### config.mk
export PLATFORM = sky130hd
export DESIGN_NAME = writeback_unit_flat
export DESIGN_NICKNAME = d
export VERILOG_FILES = /design/src/rtl/writeback_unit_if.sv /design/src/rtl/writeback_unit.sv /design/src/flat_wrapper.sv
export SDC_FILE = /design/constraint.sdc
export NUM_CORES = 1
export LEC_CHECK = 0
export CAP_MARGIN = 10
export CORE_MARGIN = 3
export CORE_UTILIZATION = 41
export DETAILED_ROUTE_END_ITERATION = 7
export HOLD_SLACK_MARGIN = 0.15
export PLACE_DENSITY = 0.94
export SYNTH_ARGS = -nofsm -noshare
export SYNTH_HDL_FRONTEND = slang
export SYNTH_SLANG_ARGS = --single-unit
### constraint.sdc
create_clock -name clk -period 2.4 [get_ports clk]
set_clock_uncertainty 0.05 [all_clocks]
set_input_delay 0.48 -clock clk [delete_from_list [all_inputs] [get_ports clk]]
set_output_delay 0.48 -clock clk [all_outputs]
set_load 0.01 [all_outputs]
### src/rtl/writeback_unit_if.sv
// Memory-stage to writeback handshake: W_pre result, dbus response and the stall/req_block
// back-pressure returned to the memory stage.
interface writeback_unit_if;
    typedef struct packed {
        logic [31:0] pc;
        logic [4:0]  regw;
        logic [31:0] val_a;
        logic        rm;
        logic        wen;
    } w_t;

    typedef struct packed {
        logic        addr_ok;
        logic        data_ok;
        logic [31:0] data;
    } dbus_resp_t;

    w_t         W_pre;
    logic       mem_valid;
    logic       mem_is_load;
    dbus_resp_t dresp;
    logic       req_block;
    logic       stall_m;

    modport master (
        output W_pre, mem_valid, mem_is_load, dresp,
        input  req_block, stall_m
    );

    modport slave (
        input  W_pre, mem_valid, mem_is_load, dresp,
        output req_block, stall_m
    );
endinterface

### src/rtl/writeback_unit.sv
// Writeback stage: tracks the dbus request of the memory stage, latches the W register and drives
// the register-file write, commit and stall outputs. Define WB_BYPASS_EN to enable the bypass.
module writeback_unit #(
    parameter int unsigned StallCntWidth = 32
) (
    input  logic                clk,
    input  logic                resetn,
    writeback_unit_if.slave     wb,
    output logic                rf_wen,
    output logic [4:0]          rf_waddr,
    output logic [31:0]         rf_wdata,
    output logic                commit_valid,
    output logic [31:0]         commit_pc,
    output logic                fwd_valid,
    output logic [4:0]          fwd_reg,
    output logic [31:0]         fwd_data,
    output logic [31:0]         stall_cycles
);
    typedef enum logic [1:0] {StIdle, StWaitAddr, StWaitData} state_e;

    typedef struct packed {
        logic [31:0] pc;
        logic [4:0]  regw;
        logic [31:0] val_a;
        logic        wen;
    } wreg_t;

    typedef logic [StallCntWidth-1:0] cnt_t;

    state_e state_q, state_d;
    wreg_t  w_q, w_d;
    cnt_t   cnt_q, cnt_d;
    logic   stall;
    logic   complete;
    logic   stall_m_int;
    logic   unused_rm;

    assign unused_rm = wb.W_pre.rm;

    always_comb begin
        state_d  = state_q;
        stall    = 1'b0;
        complete = 1'b0;
        case (state_q)
            StIdle: begin
                if (wb.mem_valid) begin
                    if (wb.dresp.addr_ok && wb.dresp.data_ok) begin
                        complete = 1'b1;
                    end else begin
                        stall   = 1'b1;
                        state_d = wb.dresp.addr_ok ? StWaitData : StWaitAddr;
                    end
                end
            end
            StWaitAddr: begin
                if (wb.dresp.addr_ok && wb.dresp.data_ok) begin
                    complete = 1'b1;
                    state_d  = StIdle;
                end else begin
                    stall = 1'b1;
                    if (wb.dresp.addr_ok) begin
                        state_d = StWaitData;
                    end
                end
            end
            StWaitData: begin
                // A stray addr_ok here has no meaning; only data_ok is looked at.
                if (wb.dresp.data_ok) begin
                    complete = 1'b1;
                    state_d  = StIdle;
                end else begin
                    stall = 1'b1;
                end
            end
            default: state_d = StIdle;
        endcase
    end

    always_comb begin
        w_d = '0;
        if (!stall) begin
            w_d.pc    = wb.W_pre.pc;
            w_d.regw  = wb.W_pre.regw;
            w_d.val_a = (complete && wb.mem_is_load) ? wb.dresp.data : wb.W_pre.val_a;
            w_d.wen   = wb.W_pre.wen;
        end
    end

    // Combinational outputs are gated so that every output is zero while reset is held.
    assign stall_m_int  = stall & resetn;
    assign wb.stall_m   = stall_m_int;
    // The accepted request stays visible for the whole WAIT_DATA residency, data_ok cycle included.
    assign wb.req_block = (state_q == StWaitData) & resetn;

    always_comb begin
        cnt_d = cnt_q;
        if (stall_m_int && (cnt_q != '1)) begin
            cnt_d = cnt_q + cnt_t'(1);
        end
    end

    always_ff @(posedge clk or negedge resetn) begin
        if (!resetn) begin
            state_q <= StIdle;
            w_q     <= '0;
            cnt_q   <= '0;
        end else begin
            state_q <= state_d;
            w_q     <= w_d;
            cnt_q   <= cnt_d;
        end
    end

    assign rf_wen       = w_q.wen & (w_q.regw != 5'd0);
    assign rf_waddr     = w_q.regw;
    assign rf_wdata     = w_q.val_a;
    assign commit_valid = (w_q.pc != 32'd0);
    assign commit_pc    = w_q.pc;
    assign stall_cycles = 32'(cnt_q);

`ifdef WB_BYPASS_EN
    assign fwd_valid = rf_wen;
    assign fwd_reg   = rf_waddr;
    assign fwd_data  = rf_wdata;
`else
    assign fwd_valid = 1'b0;
    assign fwd_reg   = 5'd0;
    assign fwd_data  = 32'd0;
`endif
endmodule

### src/flat_wrapper.sv
// flat-port wrapper written by rule: the top's interface ports become plain ports
module writeback_unit_flat 
#(
    parameter int unsigned StallCntWidth = 32
)
  (clk, resetn, rf_wen, rf_waddr, rf_wdata, commit_valid, commit_pc, fwd_valid, fwd_reg, fwd_data, stall_cycles, wb_W_pre, wb_mem_valid, wb_mem_is_load, wb_dresp, wb_req_block, wb_stall_m);
  writeback_unit_if wb_i ();
  input  logic clk;
  input  logic resetn;
  output logic rf_wen;
  output logic [4:0] rf_waddr;
  output logic [31:0] rf_wdata;
  output logic commit_valid;
  output logic [31:0] commit_pc;
  output logic fwd_valid;
  output logic [4:0] fwd_reg;
  output logic [31:0] fwd_data;
  output logic [31:0] stall_cycles;
  input wire logic [$bits(wb_i.W_pre)-1:0] wb_W_pre;
  input wire logic [$bits(wb_i.mem_valid)-1:0] wb_mem_valid;
  input wire logic [$bits(wb_i.mem_is_load)-1:0] wb_mem_is_load;
  input wire logic [$bits(wb_i.dresp)-1:0] wb_dresp;
  output wire logic [$bits(wb_i.req_block)-1:0] wb_req_block;
  output wire logic [$bits(wb_i.stall_m)-1:0] wb_stall_m;
  assign wb_i.W_pre = wb_W_pre;
  assign wb_i.mem_valid = wb_mem_valid;
  assign wb_i.mem_is_load = wb_mem_is_load;
  assign wb_i.dresp = wb_dresp;
  assign wb_req_block = wb_i.req_block;
  assign wb_stall_m = wb_i.stall_m;
  writeback_unit #(.StallCntWidth(StallCntWidth)) u_core (.clk(clk), .resetn(resetn), .wb(wb_i), .rf_wen(rf_wen), .rf_waddr(rf_waddr), .rf_wdata(rf_wdata), .commit_valid(commit_valid), .commit_pc(commit_pc), .fwd_valid(fwd_valid), .fwd_reg(fwd_reg), .fwd_data(fwd_data), .stall_cycles(stall_cycles));
endmodule
==> flow_summary.html <==
<table>
<tr><th>Metric</th><th>Value</th></tr>
<tr><th colspan="2">Worst setup path</th></tr>
<tr><td>Critical path arrival</td><td>between 1.5 and 2 ns</td></tr>
<tr><td>Type of element capturing the critical path</td><td>primary output</td></tr>
<tr><td>Data required time of the worst path</td><td>approximately 1.9 ns</td></tr>
<tr><td>Setup CP Type</td><td>in2out</td></tr>
<tr><td>CP max FO</td><td>3</td></tr>
<tr><td>Critical path startpoint category</td><td>input port</td></tr>
<tr><td>Depth of the worst register-to-register path</td><td>7</td></tr>
<tr><th colspan="2">Timing</th></tr>
<tr><td>Final critical delay including setup and external delays</td><td>~2.3 ns</td></tr>
<tr><td>Pins over their slew limit</td><td>0</td></tr>
<tr><td>Final hold violations</td><td>0</td></tr>
<tr><td>Setup total negative slack</td><td>0 ns</td></tr>
<tr><td>Unrepaired setup endpoints after global routing</td><td>no</td></tr>
<tr><td>Fraction of the cycle the final worst path needs</td><td>96.1%</td></tr>
<tr><td>Worst-case headroom to the max-slew limit</td><td>about 46%</td></tr>
<tr><td>PnR worst setup slack</td><td>between 0.09 and 0.1 ns</td></tr>
<tr><td>Setup violations, final</td><td>0</td></tr>
<tr><td>Slew of the pin with the lowest slew margin</td><td>approximately 0.8 ns</td></tr>
<tr><td>Highest attainable clock frequency</td><td>between 400 and 500 MHz</td></tr>
<tr><th colspan="2">Global route</th></tr>
<tr><td>Global router's overall resource usage</td><td>18.0%</td></tr>
<tr><td>Wire length of the first global-routing pass</td><td>19200 um</td></tr>
<tr><td>Number of antenna violations at the first check in global routing</td><td>0</td></tr>
<tr><td>Largest net degree at the start of global routing</td><td>66</td></tr>
<tr><td>Grt total ovfl</td><td>0</td></tr>
<tr><td>Vias in the first global route</td><td>between 3000 and 4000</td></tr>
<tr><th colspan="2">Die</th></tr>
<tr><td>Initial Util</td><td>between 40% and 50%</td></tr>
<tr><td>Die area</td><td>13700 um2</td></tr>
<tr><td>Core Box Area</td><td>11700 um2</td></tr>
<tr><td>Die boundary width</td><td>roughly 120 um</td></tr>
<tr><td>Die H</td><td>between 100 and 150 um</td></tr>
<tr><td>Number of primary I/O pins</td><td>roughly 250</td></tr>
<tr><td>Num rows</td><td>39</td></tr>
<tr><th colspan="2">Synth</th></tr>
<tr><td>Post-Syn Instances</td><td>just over 500</td></tr>
<tr><td>Most frequently used cell type in the post-synthesis netlist</td><td>buf_4</td></tr>
<tr><td>Top post-synthesis cells by area</td><td>dfrtp_1, buf_4, nand2_1</td></tr>
<tr><td>Ranking of synthesized cells by instance count</td><td>buf_4, dfrtp_1, nand2_1, and2_1, a21oi_1</td></tr>
<tr><td>Number of synthesized flops with an enable pin</td><td>0</td></tr>
<tr><td>Part of the Yosys area used for sequential elements</td><td>between 50% and 60%</td></tr>
<tr><td>Adder-cell share of the synthesized area</td><td>0.248%</td></tr>
<tr><td>Yosys warns</td><td>0</td></tr>
<tr><td>Mean post-synth cell area</td><td>between 10 and 15 um2</td></tr>
<tr><td>Netlist area before placement</td><td>5050 um2</td></tr>
<tr><td>Distinct cell type count of the synthesized netlist</td><td>35</td></tr>
<tr><td>Largest area contributor in the synthesized netlist</td><td>dfrtp_1</td></tr>
<tr><td>Post-synthesis compound-gate area fraction</td><td>4.50%</td></tr>
<tr><td>Async set-reset flop share out of synthesis</td><td>100%</td></tr>
<tr><td>Fraction of synthesized area in multiplexers</td><td>less than 1%</td></tr>
<tr><td>Area share of the largest cell type after synthesis</td><td>between 50 and 60%</td></tr>
<tr><td>Flop and latch count out of synthesis</td><td>104</td></tr>
<tr><td>Simple-gate share of the synthesized area</td><td>between 20% and 30%</td></tr>
<tr><td>Top_reg_cell synth</td><td>dfrtp_1</td></tr>
<tr><td>Synth Area in XOR/XNOR</td><td>5.37%</td></tr>
<tr><td>Main combinational cell family by area after synthesis</td><td>simple AND/OR/NAND/NOR gates</td></tr>
<tr><th colspan="2">Clock network</th></tr>
<tr><td>Max Buffers Root-to-Sink</td><td>2</td></tr>
<tr><td>Clock Pin Slew Worst Setup and Hold Paths</td><td>approximately 0.070 ns</td></tr>
<tr><td>Clock network latency to the later pin of the worst-skew pair</td><td>about 0.34 ns</td></tr>
<tr><td>Buffer cell driving the clock tree root</td><td>clkbuf_16</td></tr>
<tr><td>Number of clock sinks seen by CTS</td><td>between 100 and 150</td></tr>
<tr><td>Depth of the CTS H-tree</td><td>3</td></tr>
<tr><td>Clock buffers created by TritonCTS</td><td>9</td></tr>
<tr><td>CTS tree</td><td>yes</td></tr>
<tr><th colspan="2">Power</th></tr>
<tr><td>Power per Cell Area</td><td>between 600 and 700 nW/um2</td></tr>
<tr><td>Peak supply drop</td><td>approximately 0.00052 V</td></tr>
<tr><td>LEAKAGE</td><td>~3.2 nW</td></tr>
<tr><th colspan="2">Layout</th></tr>
<tr><td>Filler cell count in the final layout</td><td>just over 900</td></tr>
<tr><td>Utilization after layout</td><td>about 61%</td></tr>
<tr><td>Final antenna diode count</td><td>0</td></tr>
<tr><td>Area growth from synthesis to final layout</td><td>41.2%</td></tr>
<tr><td>Ratio of cells with drive above 1 in the final layout</td><td>under 10%</td></tr>
<tr><td>Nets@finish</td><td>between 700 and 800</td></tr>
<tr><th colspan="2">Routing</th></tr>
<tr><td>Total DRC errors in the routed layout</td><td>0</td></tr>
<tr><td>Via count of the routed design</td><td>approximately 3800</td></tr>
<tr><td>Count of antenna-violating nets left after detailed routing</td><td>0</td></tr>
<tr><td>First-pass DRT Iterations</td><td>4</td></tr>
<tr><td>Detailed Route Iter0 Violations</td><td>~270</td></tr>
<tr><td>Wirelength, routed</td><td>12800 um</td></tr>
<tr><td>Per-cell via count in the routed design</td><td>~4.7</td></tr>
<tr><td>Routed wire length per instance</td><td>between 15 and 20 um</td></tr>
<tr><th colspan="2">Placed design</th></tr>
<tr><td>Setup slack at placement</td><td>-0.151 ns</td></tr>
<tr><td># port buffers</td><td>between 200 and 250</td></tr>
<tr><td>Post-detail-place hpwl</td><td>9950 um</td></tr>
<tr><td>Global placer's final weighted congestion</td><td>between 0.8 and 0.9</td></tr>
<tr><th colspan="2">Worst hold path</th></tr>
<tr><td>Kind of path behind the tightest hold check</td><td>in2async</td></tr>
<tr><th colspan="2">Status</th></tr>
<tr><td>Result of the run</td><td>finished, final reports clean</td></tr>
<tr><th colspan="2">Flow run</th></tr>
<tr><td>Max capacitance violation total</td><td>0</td></tr>
</table>
[layout make-up]
| cell class | count | area (um2) | area share (%) |
|---|---|---|---|
| clock buffers | 10 | 239 | 3.35 |
| clock inverters | 6 | 91.3 | 1.28 |
| inverters | 4 | 15.0 | 0.210 |
| multi-input cells | 312 | 1740 | 24.3 |
| flip-flops and latches | 104 | 2600 | 36.5 |
| well taps | 143 | 179 | 2.51 |
| repair buffers | 231 | 2280 | 31.9 |
[placed cells by master (no fill, tap or decap), types with 3 or more instances in the layout]
master	count
nand2_1	81
a21oi_1	32
or4_1	3
clkdlybuf4s50_1	208
and3_1	5
nand3_1	14
conb_1	38
inv_1	4
nor4_2	3
nor3_1	8
buf_4	18
and2_1	38
clkinvlp_4	3
dfrtp_1	104
xnor2_1	20
xor2_1	11
nor2_1	12
nor4_1	10
nand4_1	16
clkbuf_16	9
[power by group]
group | leakage, nW | total (mW) | internal, mW | switching, mW
clock | 0.151 | 1.58 | 0.946 | 0.638
sequential | 1.35 | 2.02 | 1.91 | 0.116
combinational | 1.65 | 0.963 | 0.556 | 0.406
[flip-flops by register name, summed over array words and instances (netlist names)]
signal               flops
u_core.rf_waddr          5
u_core.w_q               1
u_core.rf_wdata         32
u_core.stall_cycles     32
u_core.commit_pc        32
u_core.state_q           2
[layer usage]
layer	track usage [%]	share of wire [%]	vias to the layer above
li1	-	-	1832
met4	6.27	2.1	0
met5	0	0	-
met2	31.1	53	164
met3	4.78	7.9	21
met1	21.8	37	1810
[what timing repair did]
action,CTS,global route
setup endpoints to repair,3,1
buffers inserted,0,0
resized for setup,4,2
pin swaps,0,1
endpoints found under the hold margin,3,0
hold buffers,1,0
[kinds of logic after synthesis]
kind of cell | count (synthesis)
fa+ha+maj | 1
compound gates | 39
flops | 104
xor+xnor | 31
other cells | 1
mux | 1
simple gates | 202
buf+inv | 126
[final timing paths]
path | startpoint | to | slack, ns
worst max-delay path | wb_mem_valid | wb_stall_m | 0.09
min in group clk | u_core.stall_cycles[27]$_DFFE_PN0P_ | u_core.stall_cycles[27]$_DFFE_PN0P_ | 0.46
worst min-delay path | resetn | u_core.stall_cycles[4]$_DFFE_PN0P_ | 0.18
max in group asynchronous | resetn | u_core.commit_pc[17]$_DFF_PN0_ | 1.45
worst max register to register | u_core.stall_cycles[1]$_DFFE_PN0P_ | u_core.stall_cycles[16]$_DFFE_PN0P_ | 0.22
worst min register to register | u_core.stall_cycles[27]$_DFFE_PN0P_ | u_core.stall_cycles[27]$_DFFE_PN0P_ | 0.46
[critical path: stages]
cell             delay (ns)
clkdlybuf4s50_1        0.42
or3_1                  0.34
nand4_1                0.16
inv_1                  0.08
dlygate4sd2_1          0.29
[metrics by stage]
step,hold slack (ns),power (mW),instances,area [um2]
2_1_floorplan,0.134,2.57,542,5190
3_5_place_dp,0.255,3.02,793,6780
4_1_cts,0.206,4.62,810,7130
3_3_place_gp,0.254,2.99,793,6780
6_report,0.180,4.57,810,7140
5_1_grt,0.226,4.79,810,7140
Power figures use the tool's default switching activity.
